`config.mk`:
```
export PLATFORM = sky130hd
export DESIGN_NAME = ieee_rom_arbiter
export DESIGN_NICKNAME = d
export VERILOG_FILES = /design/src/rtl/ieee_pkg.sv /design/src/rtl/ieee_slot_counter.sv /design/src/rtl/ieee_rom_arbiter.sv
export SDC_FILE = /design/constraint.sdc
export NUM_CORES = 1
export LEC_CHECK = 0
export CORE_ASPECT_RATIO = 1.5
export CORE_UTILIZATION = 41
export DETAILED_ROUTE_END_ITERATION = 10
export PLACE_DENSITY_LB_ADDON = 0.2
export SLEW_MARGIN = 20
export SYNTH_ARGS = -nofsm -noshare
export SYNTH_HDL_FRONTEND = slang
export SYNTH_SLANG_ARGS = --single-unit
export TNS_END_PERCENT = 5
```
`constraint.sdc`:
```
create_clock -name clk -period 3.9 [get_ports clk]
set_input_delay 0.78 -clock clk [delete_from_list [all_inputs] [get_ports clk]]
set_output_delay 0.78 -clock clk [all_outputs]
set_load 0.02 [all_outputs]
```
`src/rtl/ieee_pkg.sv`:
```
// ieee_pkg: shared constants and helpers for the drive ROM arbiter
package ieee_pkg;
  localparam int IEEE_MAX_DRV = 4;
  typedef logic [3:0] rd_lat_t;
  localparam rd_lat_t IEEE_RD_LAT = 4'd3;
  function automatic int ieee_cnt_w(input int ndr, input int rdlat);
    return $clog2(ndr + rdlat + 1);
  endfunction
endpackage

```
`src/rtl/ieee_slot_counter.sv`:
```
// ieee_slot_counter: ph2-restarted saturating slot counter with sticky overrun
module ieee_slot_counter #(
  parameter int IDLE = 7,
  parameter int CW = 3
)(
  input  logic          clk,
  input  logic          reset_n,
  input  logic          ph2_i,
  output logic [CW-1:0] cnt_o,
  output logic          overrun_o
);
  localparam logic [CW-1:0] IDLE_C = CW'(IDLE);
  logic [CW-1:0] cnt_q, cnt_d;
  logic ovr_q, ovr_d;
  // ph2 restarts the frame; otherwise advance and park at IDLE; ph2 mid-frame is an overrun
  always_comb begin
    cnt_d = ph2_i ? '0 : (cnt_q == IDLE_C ? cnt_q : cnt_q + CW'(1));
    ovr_d = ovr_q | (ph2_i & (cnt_q < IDLE_C));
  end
  // state registers, reset parks the counter at IDLE
  always_ff @(posedge clk) begin
    if (!reset_n) begin
      cnt_q <= IDLE_C;
      ovr_q <= 1'b0;
    end else begin
      cnt_q <= cnt_d;
      ovr_q <= ovr_d;
    end
  end
  assign cnt_o = cnt_q;
  assign overrun_o = ovr_q;
endmodule

```
`src/rtl/ieee_rom_arbiter.sv`:
```
// ieee_rom_arbiter: slots one shared ROM/RAM port between drive reads and loader writes
module ieee_rom_arbiter import ieee_pkg::*; #(
  parameter int      NDR = 4,
  parameter int      ADDRWIDTH = 14,
  parameter rd_lat_t RDLAT = IEEE_RD_LAT
)(
  input  logic                          clk,
  input  logic                          reset_n,
  input  logic                          ph2,
  input  logic [NDR-1:0]                drv_en,
  input  logic [NDR-1:0][ADDRWIDTH-1:0] drv_addr,
  output logic [NDR-1:0][7:0]           drv_data,
  input  logic                          ld_excl,
  input  logic                          ld_req,
  input  logic [ADDRWIDTH-1:0]          ld_addr,
  input  logic [7:0]                    ld_data,
  output logic                          ld_ack,
  output logic [ADDRWIDTH-1:0]          rom_addr,
  output logic [7:0]                    rom_data,
  output logic                          rom_we,
  input  logic [7:0]                    rom_q,
  output logic                          overrun
);
  localparam int IDLE = NDR + int'(RDLAT);
  localparam int CW = ieee_cnt_w(NDR, int'(RDLAT));
  logic [CW-1:0] cnt;
  logic [NDR-1:0] rd_sel, cap, pend_q, pend_d;
  logic [ADDRWIDTH-1:0] rd_addr, addr_q;
  logic [7:0] data_q;
  logic we_q, ack_q, rd_slot, wr;
  logic [NDR-1:0][7:0] drv_q;

  ieee_slot_counter #(.IDLE(IDLE), .CW(CW)) u_cnt (
    .clk(clk),
    .reset_n(reset_n),
    .ph2_i(ph2),
    .cnt_o(cnt),
    .overrun_o(overrun)
  );

  // slot decode: which drive reads now, which captures land now, whether the loader owns this slot
  always_comb begin
    rd_sel = '0;
    cap = '0;
    rd_addr = '0;
    for (int i = 0; i < NDR; i++) begin
      rd_sel[i] = (cnt == CW'(i)) && drv_en[i] && !ld_excl;
      cap[i] = pend_q[i] && (cnt == CW'(i + int'(RDLAT)));
      rd_addr = rd_addr | (rd_sel[i] ? drv_addr[i] : '0);
    end
    rd_slot = |rd_sel;
    wr = !rd_slot && ld_req && !ack_q;
    pend_d = ph2 ? '0 : ((pend_q & ~cap) | rd_sel);
  end

  // registered memory port, loader handshake and per-drive capture; ph2 drops in-flight captures
  always_ff @(posedge clk) begin
    if (!reset_n) begin
      pend_q <= '0;
      addr_q <= '0;
      data_q <= '0;
      we_q <= 1'b0;
      ack_q <= 1'b0;
      drv_q <= '0;
    end else begin
      pend_q <= pend_d;
      we_q <= wr;
      ack_q <= wr;
      if (rd_slot) addr_q <= rd_addr;
      else if (wr) begin
        addr_q <= ld_addr;
        data_q <= ld_data;
      end
      for (int i = 0; i < NDR; i++)
        if (cap[i] && !ph2) drv_q[i] <= rom_q;
    end
  end

  assign rom_addr = addr_q;
  assign rom_data = data_q;
  assign rom_we = we_q;
  assign ld_ack = ack_q;
  assign drv_data = drv_q;
endmodule
```
==> flow_metrics.py, run 1 <==
metrics = {
    "outcome": {
        "status": "finished clean",
    },
    "route": {
        "num_vias": 2856,
        "detail_route.iter0.violations": 149,
        "drt_pass1_iterations": 5,
        "postRouteAntennaNets": 0,
        "vias_per_cell": 5.38,
        "wl_per_cell_um": 15.1,
        "drt-total-wl_um": 8040,
        "drc": 0,
    },
    "synth": {
        "synth_flop_cell": "dfxtp_1",
        "syn_inst": 308,
        "synth_edf_count": 0,
        "synthAdderAreaFrac_pct": 2.77,
        "synth_xor_area_share_pct": 0.323,
        "yosysWarnings": 0,
        "syn_area_per_cell_um2": 8.80,
        "synth-seq-area-share_pct": 46.5,
        "syn_nets": 409,
        "synth_compound_area_share_pct": 23.8,
        "synth_common_cells": "nand2_1 (66), dfxtp_1 (63), a21oi_1 (44), a22oi_1 (30), mux2i_1 (17)",
        "synth-seq-cells": 63,
        "synth_top_area_cell": "dfxtp_1",
        "async_flop_share_pct": 0,
        "synth_top_family_by_area": "compound AO/OA/AOI/OAI gates",
        "synth.area.mux_share_pct": 6.28,
        "yosysMostFrequentCell": "nand2_1",
        "yosysTopAreaCellShare_pct": 46.5,
        "synthesis.area_um2": 2710,
        "synth-simple-area-share_pct": 16.0,
        "yosys.cell_types.count": 31,
        "netlist_top_cells_area": "dfxtp_1 (47%), nand2_1 (9.1%), a22oi_1 (8.3%)",
    },
    "global_route": {
        "grt_usage_pct": 24.7,
        "grt_pass1_vias": 2848,
        "grt_pass1_wl_um": 12600,
        "antenna_found_initial": 0,
        "grt_overflow_total": 0,
        "grt_max_degree": 36,
    },
    "timing": {
        "finalCriticalPeriod_ns": 2.44,
        "max_freq_mhz": 409,
        "final_max_slew_viol_count": 0,
        "slew_headroom_pct": 34.1,
        "tns_ns": 0,
        "finClkSkew_ns": 0.00845,
        "finalSetupViolCount": 0,
        "fin_hold_ws_ns": 0.455,
        "tightest_slew_ns": 0.985,
        "timing.final.crit_share_pct": 62.7,
        "hold_violations": 0,
        "rsz0062_at_grt": "false",
    },
    "critical_path": {
        "cp_slowest_cell": "nor3_2",
        "worstSetupPathType": "reg2reg",
        "crit_buf_inv": 1,
        "worstPathArrival_ns": 2.72,
        "cp-end-kind": "flip-flop",
        "critical_path.startpoint_type": "flip-flop",
        "crit_chain": "inv_1, ha_1, a22oi_1, a211oi_2, nor3_2, a221o_1",
        "required_ns": 4.18,
        "slowest_delay_ns": 0.78,
        "cp_max_fo": 15,
        "critPathTopFamily": "simple AND/OR/NAND/NOR gates",
    },
    "finish": {
        "diodes": 0,
        "area_growth_pct": 65.3,
        "fillers": 508,
        "nNetsFinal": 553,
        "drive_gt1_share_pct": 4.81,
    },
    "floorplanning": {
        "start_util_pct": 43.3,
        "die_height_um": 102,
        "io_pins": 152,
        "die_area_um2": 6950,
        "core-area_um2": 6260,
        "placementRows": 35,
        "die_w_um": 68.4,
    },
    "clock_tree": {
        "cts_sinks": 63,
        "clk_latency_ns": 0.34,
        "cts_tree": "yes",
        "path_clk_slew_ns": 0.07,
        "holdBufCountCts": 0,
        "cts_buffer_depth": 2,
        "cts_setup_buffers": 0,
        "clockRootBuffer": "clkbuf_8",
        "htreeDepth": 3,
        "cts_buffers": 9,
        "cts_resized": 0,
    },
    "power_and_ir_drop": {
        "power.density_nw_per_um2": 367,
        "vdd_drop_max_mv": 0.233,
        "power_mw": 1.64,
        "leakage_nw": 1.66,
    },
    "place": {
        "dpl.hpwl_um": 6200,
        "io_buffers": 151,
        "place_congestion": 0.870,
    },
    "flow_run": {
        "max_cap_viol_count": 0,
    },
    "min_path": {
        "hold_path_class": "reg2reg",
    },
}
-- power breakdown --
| group | leakage [nW] | switching (mW) | internal (mW) |
|---|---|---|---|
| Sequential | 0.513 | 0.0184 | 0.667 |
| Clock | 0.122 | 0.246 | 0.439 |
| Combinational | 1.02 | 0.116 | 0.156 |
| Total | 1.66 | 0.380 | 1.26 |
-- path summary, 6_finish.rpt --
check / start / to / slack (ns) / cells past startpoint
worst max-delay path: u_cnt.cnt_o[2] / rom_addr[5] / 1.46 / 6
worst min-delay path: drv_data[21] / drv_data[21] / 0.45 / 2
worst min register to register: drv_data[21] / drv_data[21] / 0.45 / 2
worst max register to register: u_cnt.cnt_o[2] / rom_addr[5] / 1.46 / 6
-- registers in the layout, summed over array words and instances (netlist names) --
name,count
pend_q,4
rom_data,8
ld_ack,1
rom_addr,14
u_cnt.overrun_o,1
u_cnt.cnt_o,3
drv_data,32
-- metal layers --
metal | routed length, um | track usage (%)
met3 | 716 | 7.32
met5 | 0 | 0
met1 | 2830 | 24.3
met4 | 274 | 13.8
met2 | 4220 | 44.2
-- final cells by class --
type | instances | area (um^2) | share of cell area (%)
timing repair buffer | 152 | 1520 | 33.9
tap | 74 | 92.6 | 2.07
multi-input combinational | 218 | 1330 | 29.7
sequential | 63 | 1260 | 28.1
clock inverter | 6 | 108 | 2.40
inverter | 8 | 30.0 | 0.670
clock buffer | 10 | 138 | 3.07
-- worst reg2reg max path, cell delays in order, from the launching register on --
cell	delay, ns
dfxtp_1	0.50
inv_1	0.14
ha_1	0.29
a22oi_1	0.25
a211oi_2	0.15
nor3_2	0.78
a221o_1	0.29
-- per-stage QoR --
step	utilization, %	instance area (um^2)	cells	setup slack, ns
after floorplan	-	2710	308	1.96
after global placement	67.6	4240	515	1.20
after detailed placement	67.6	4240	515	1.10
after CTS	71.5	4480	531	1.42
after global routing	71.5	4480	531	1.25
final	71.5	4480	531	1.46
-- kinds of logic after synthesis --
group / count (synthesis)
compound gates: 96
simple gates: 98
mux: 17
buf+inv: 27
fa+ha+maj: 6
flops: 63
xor+xnor: 1
-- layout by cell type, fill, tap and decap left out --
| master | instances |
|---|---|
| a2111o_1 | 1 |
| a211oi_2 | 1 |
| a21boi_1 | 1 |
| a21oi_1 | 44 |
| a221o_1 | 14 |
| a22oi_1 | 30 |
| a31oi_1 | 2 |
| and3_1 | 3 |
| and3b_1 | 1 |
| and4bb_1 | 2 |
| and4bb_2 | 1 |
| buf_4 | 1 |
| bufinv_16 | 3 |
| clkbuf_8 | 10 |
| clkdlybuf4s50_1 | 151 |
| clkinv_2 | 2 |
| clkinvlp_4 | 1 |
| dfxtp_1 | 63 |
| ha_1 | 6 |
| inv_1 | 7 |
| inv_2 | 1 |
| mux2i_1 | 17 |
| nand2_1 | 66 |
| nand2b_1 | 2 |
| nand3_1 | 4 |
| nand3b_1 | 1 |
| nor2_1 | 13 |
| nor2_2 | 1 |
| nor2b_1 | 1 |
| nor3_1 | 2 |
| nor3_2 | 1 |
| o21ai_0 | 3 |
| xor2_1 | 1 |
No activity file was read; power rests on OpenSTA's default activity.
==> run 2, diff against run 1 <==
--- a/config.mk
+++ b/config.mk
@@ -6,7 +6,7 @@
 export NUM_CORES = 1
 export LEC_CHECK = 0
 export CORE_ASPECT_RATIO = 1.5
-export CORE_UTILIZATION = 41
+export CORE_UTILIZATION = 35
 export DETAILED_ROUTE_END_ITERATION = 10
 export PLACE_DENSITY_LB_ADDON = 0.2
 export SLEW_MARGIN = 20
==> constraint.sdc (replaced) <==
create_clock -name clk -period 2 [get_ports clk]
set_input_delay 0.4 -clock clk [delete_from_list [all_inputs] [get_ports clk]]
set_output_delay 0.4 -clock clk [all_outputs]
set_load 0.02 [all_outputs]
==> run 2 against run 1 <==
- maximum frequency is 25% higher
- via count is 4.2% higher
- largest power group unchanged
- highest routed layer unchanged
- non-clock buffer count is 31 higher
- global-route usage is 2.0 points lower
- clock-buffer cell count is 2 higher
- combinational power is 130% higher
- clock skew is 0.00095 ns higher
- critical path depth is 2 higher
- power is 96% higher
==> flow_metrics.py, run 2 (same netlist as run 1, synthesis figures left out) <==
metrics = {
    "floorplanning": {
        "start_util_pct": 36.8,
        "placementRows": 38,
        "die_area_um2": 8110,
        "die_w_um": 73.8,
        "die_height_um": 110,
        "io_pins": 152,
        "core-area_um2": 7370,
    },
    "route": {
        "num_vias": 2975,
        "drt_pass1_iterations": 6,
        "wl_per_cell_um": 14.9,
        "detail_route.iter0.violations": 107,
        "postRouteAntennaNets": 0,
        "drc": 0,
        "vias_per_cell": 5.07,
        "drt-total-wl_um": 8740,
    },
    "critical_path": {
        "reg2reg_to": "rom_addr[5]",
        "rr_startpoint": "u_cnt.cnt_o[1]",
        "critical_path.startpoint_type": "flip-flop",
        "required_ns": 2.21,
        "critPathTopFamily": "compound AO/OA/AOI/OAI gates",
        "crit_buf_inv": 2,
        "ff2ff_setup_slack_ns": 0.05,
        "worstPathArrival_ns": 2.16,
        "cp_slowest_cell": "dfxtp_2",
        "worstSetupPathType": "reg2reg",
        "cp_max_fo": 15,
        "cp-end-kind": "flip-flop",
        "slowest_delay_ns": 0.36,
        "setup.worst_path.start": "u_cnt.cnt_o[1]",
        "r2r_cells": 8,
        "crit_chain": "ha_2, ha_4, a22oi_1, a211oi_2, buf_4, nor3_4, buf_12, a221o_1",
    },
    "finish": {
        "fillers": 649,
        "regArea_um2": 1260,
        "drive_gt1_share_pct": 11.9,
        "area_growth_pct": 77.1,
        "diodes": 0,
        "final_common_cell": "clkdlybuf4s50_1",
        "layout_common_cells": "clkdlybuf4s50_1 (151), nand2_1 (66), dfxtp_1 (61)",
        "final_util_pct": 65.1,
        "multi_input_area_um2": 1360,
        "largest_register_ffs": 32,
        "nNetsFinal": 584,
    },
    "clock_tree": {
        "cts_tree": "yes",
        "cts_buffer_depth": 2,
        "clockRootBuffer": "clkbuf_8",
        "path_clk_slew_ns": 0.07,
        "holdBufCountCts": 0,
        "cts_sinks": 63,
        "htreeDepth": 3,
        "clk_latency_ns": 0.33,
        "cts_buffers": 9,
    },
    "power_and_ir_drop": {
        "leakage_nw": 1.82,
        "vdd_drop_max_mv": 0.406,
        "power.density_nw_per_um2": 671,
    },
    "min_path": {
        "min_from": "drv_data[24]",
        "hold-path-cell-count": 2,
        "hold_path_end": "drv_data[24]",
        "hold_path_class": "reg2reg",
    },
    "timing": {
        "timing.final.crit_share_pct": 97.6,
        "hold_violations": 0,
        "tightest_slew_ns": 0.366,
        "finalSetupViolCount": 0,
        "finalCriticalPeriod_ns": 1.95,
        "max_freq_mhz": 512,
        "finClkSkew_ns": 0.00941,
        "fin_hold_ws_ns": 0.451,
        "setup_ws_ns": 0.0472,
        "final_max_slew_viol_count": 0,
        "slew_headroom_pct": 75.6,
    },
    "place": {
        "place_congestion": 0.798,
        "io_buffers": 151,
        "pre_cts_ws_ns": -0.384,
        "dpl.hpwl_um": 6720,
    },
    "global_route": {
        "grt_overflow_total": 0,
        "grt_pass1_wl_um": 13700,
        "grt_usage_pct": 22.6,
        "antenna_found_initial": 0,
        "grt_pass1_vias": 2960,
        "grt_max_degree": 34,
    },
    "flow_run": {
        "max_cap_viol_count": 0,
    },
    "outcome": {
        "status": "finished clean",
    },
}
[run 2: metrics by stage]
stage,setup TNS (ns),power (mW),area (um^2),instances
after floorplan,0,1.58,2710,308
after global placement,-4.46,1.95,4500,568
after detailed placement,-5.43,1.96,4500,568
after CTS,0,3.24,4760,585
after global routing,-0.194,3.35,4800,587
final,0,3.22,4800,587
[run 2: area by class of cell]
class	instances	share of cell area (%)
clock inverters	3	1.36
repair buffers	183	37.3
clock buffers	12	3.44
inverters	8	0.626
multi-input cells	218	28.3
well taps	100	2.61
flip-flops and latches	63	26.3
[run 2: worst min-delay path: stages (launching register included)]
cell,delay (ns)
dfxtp_1,0.31
nand2_1,0.05
a21oi_1,0.05
[run 2: what timing repair did]
item                                   CTS  global route
endpoints found under the hold margin    0             0
setup endpoints to repair               15            17
gates cloned                             0             0
pin swaps                                1             2
resized for setup                        6             2
buffers inserted                         2             2
[run 2: routing by layer]
| layer | up-vias | wire length [um] | GRT usage [%] |
|---|---|---|---|
| li1 | 1452 | - | - |
| met1 | 1390 | 3390 | 24.6 |
| met3 | 14 | 508 | 5.59 |
| met5 | - | 0 | 0 |
| met2 | 119 | 4700 | 41.0 |
| met4 | 0 | 146 | 9.34 |
[run 2: worst max-delay path by stage]
stage | endpoint | slack, ns | cells after the start
after floorplan | rom_addr[10] | 0.08 | 7
after global placement | rom_addr[3] | -0.31 | 5
after detailed placement | rom_addr[5] | -0.38 | 5
after CTS | rom_addr[5] | 0.02 | 8
after global routing | rom_addr[5] | -0.03 | 8
final | rom_addr[5] | 0.05 | 8
[run 2: power by group]
part	internal (mW)	leakage (nW)	total [mW]	switching, mW
clock network	0.795	0.118	1.26	0.461
registers	1.30	0.512	1.33	0.0297
logic	0.375	1.19	0.634	0.259
total	2.47	1.82	3.22	0.750
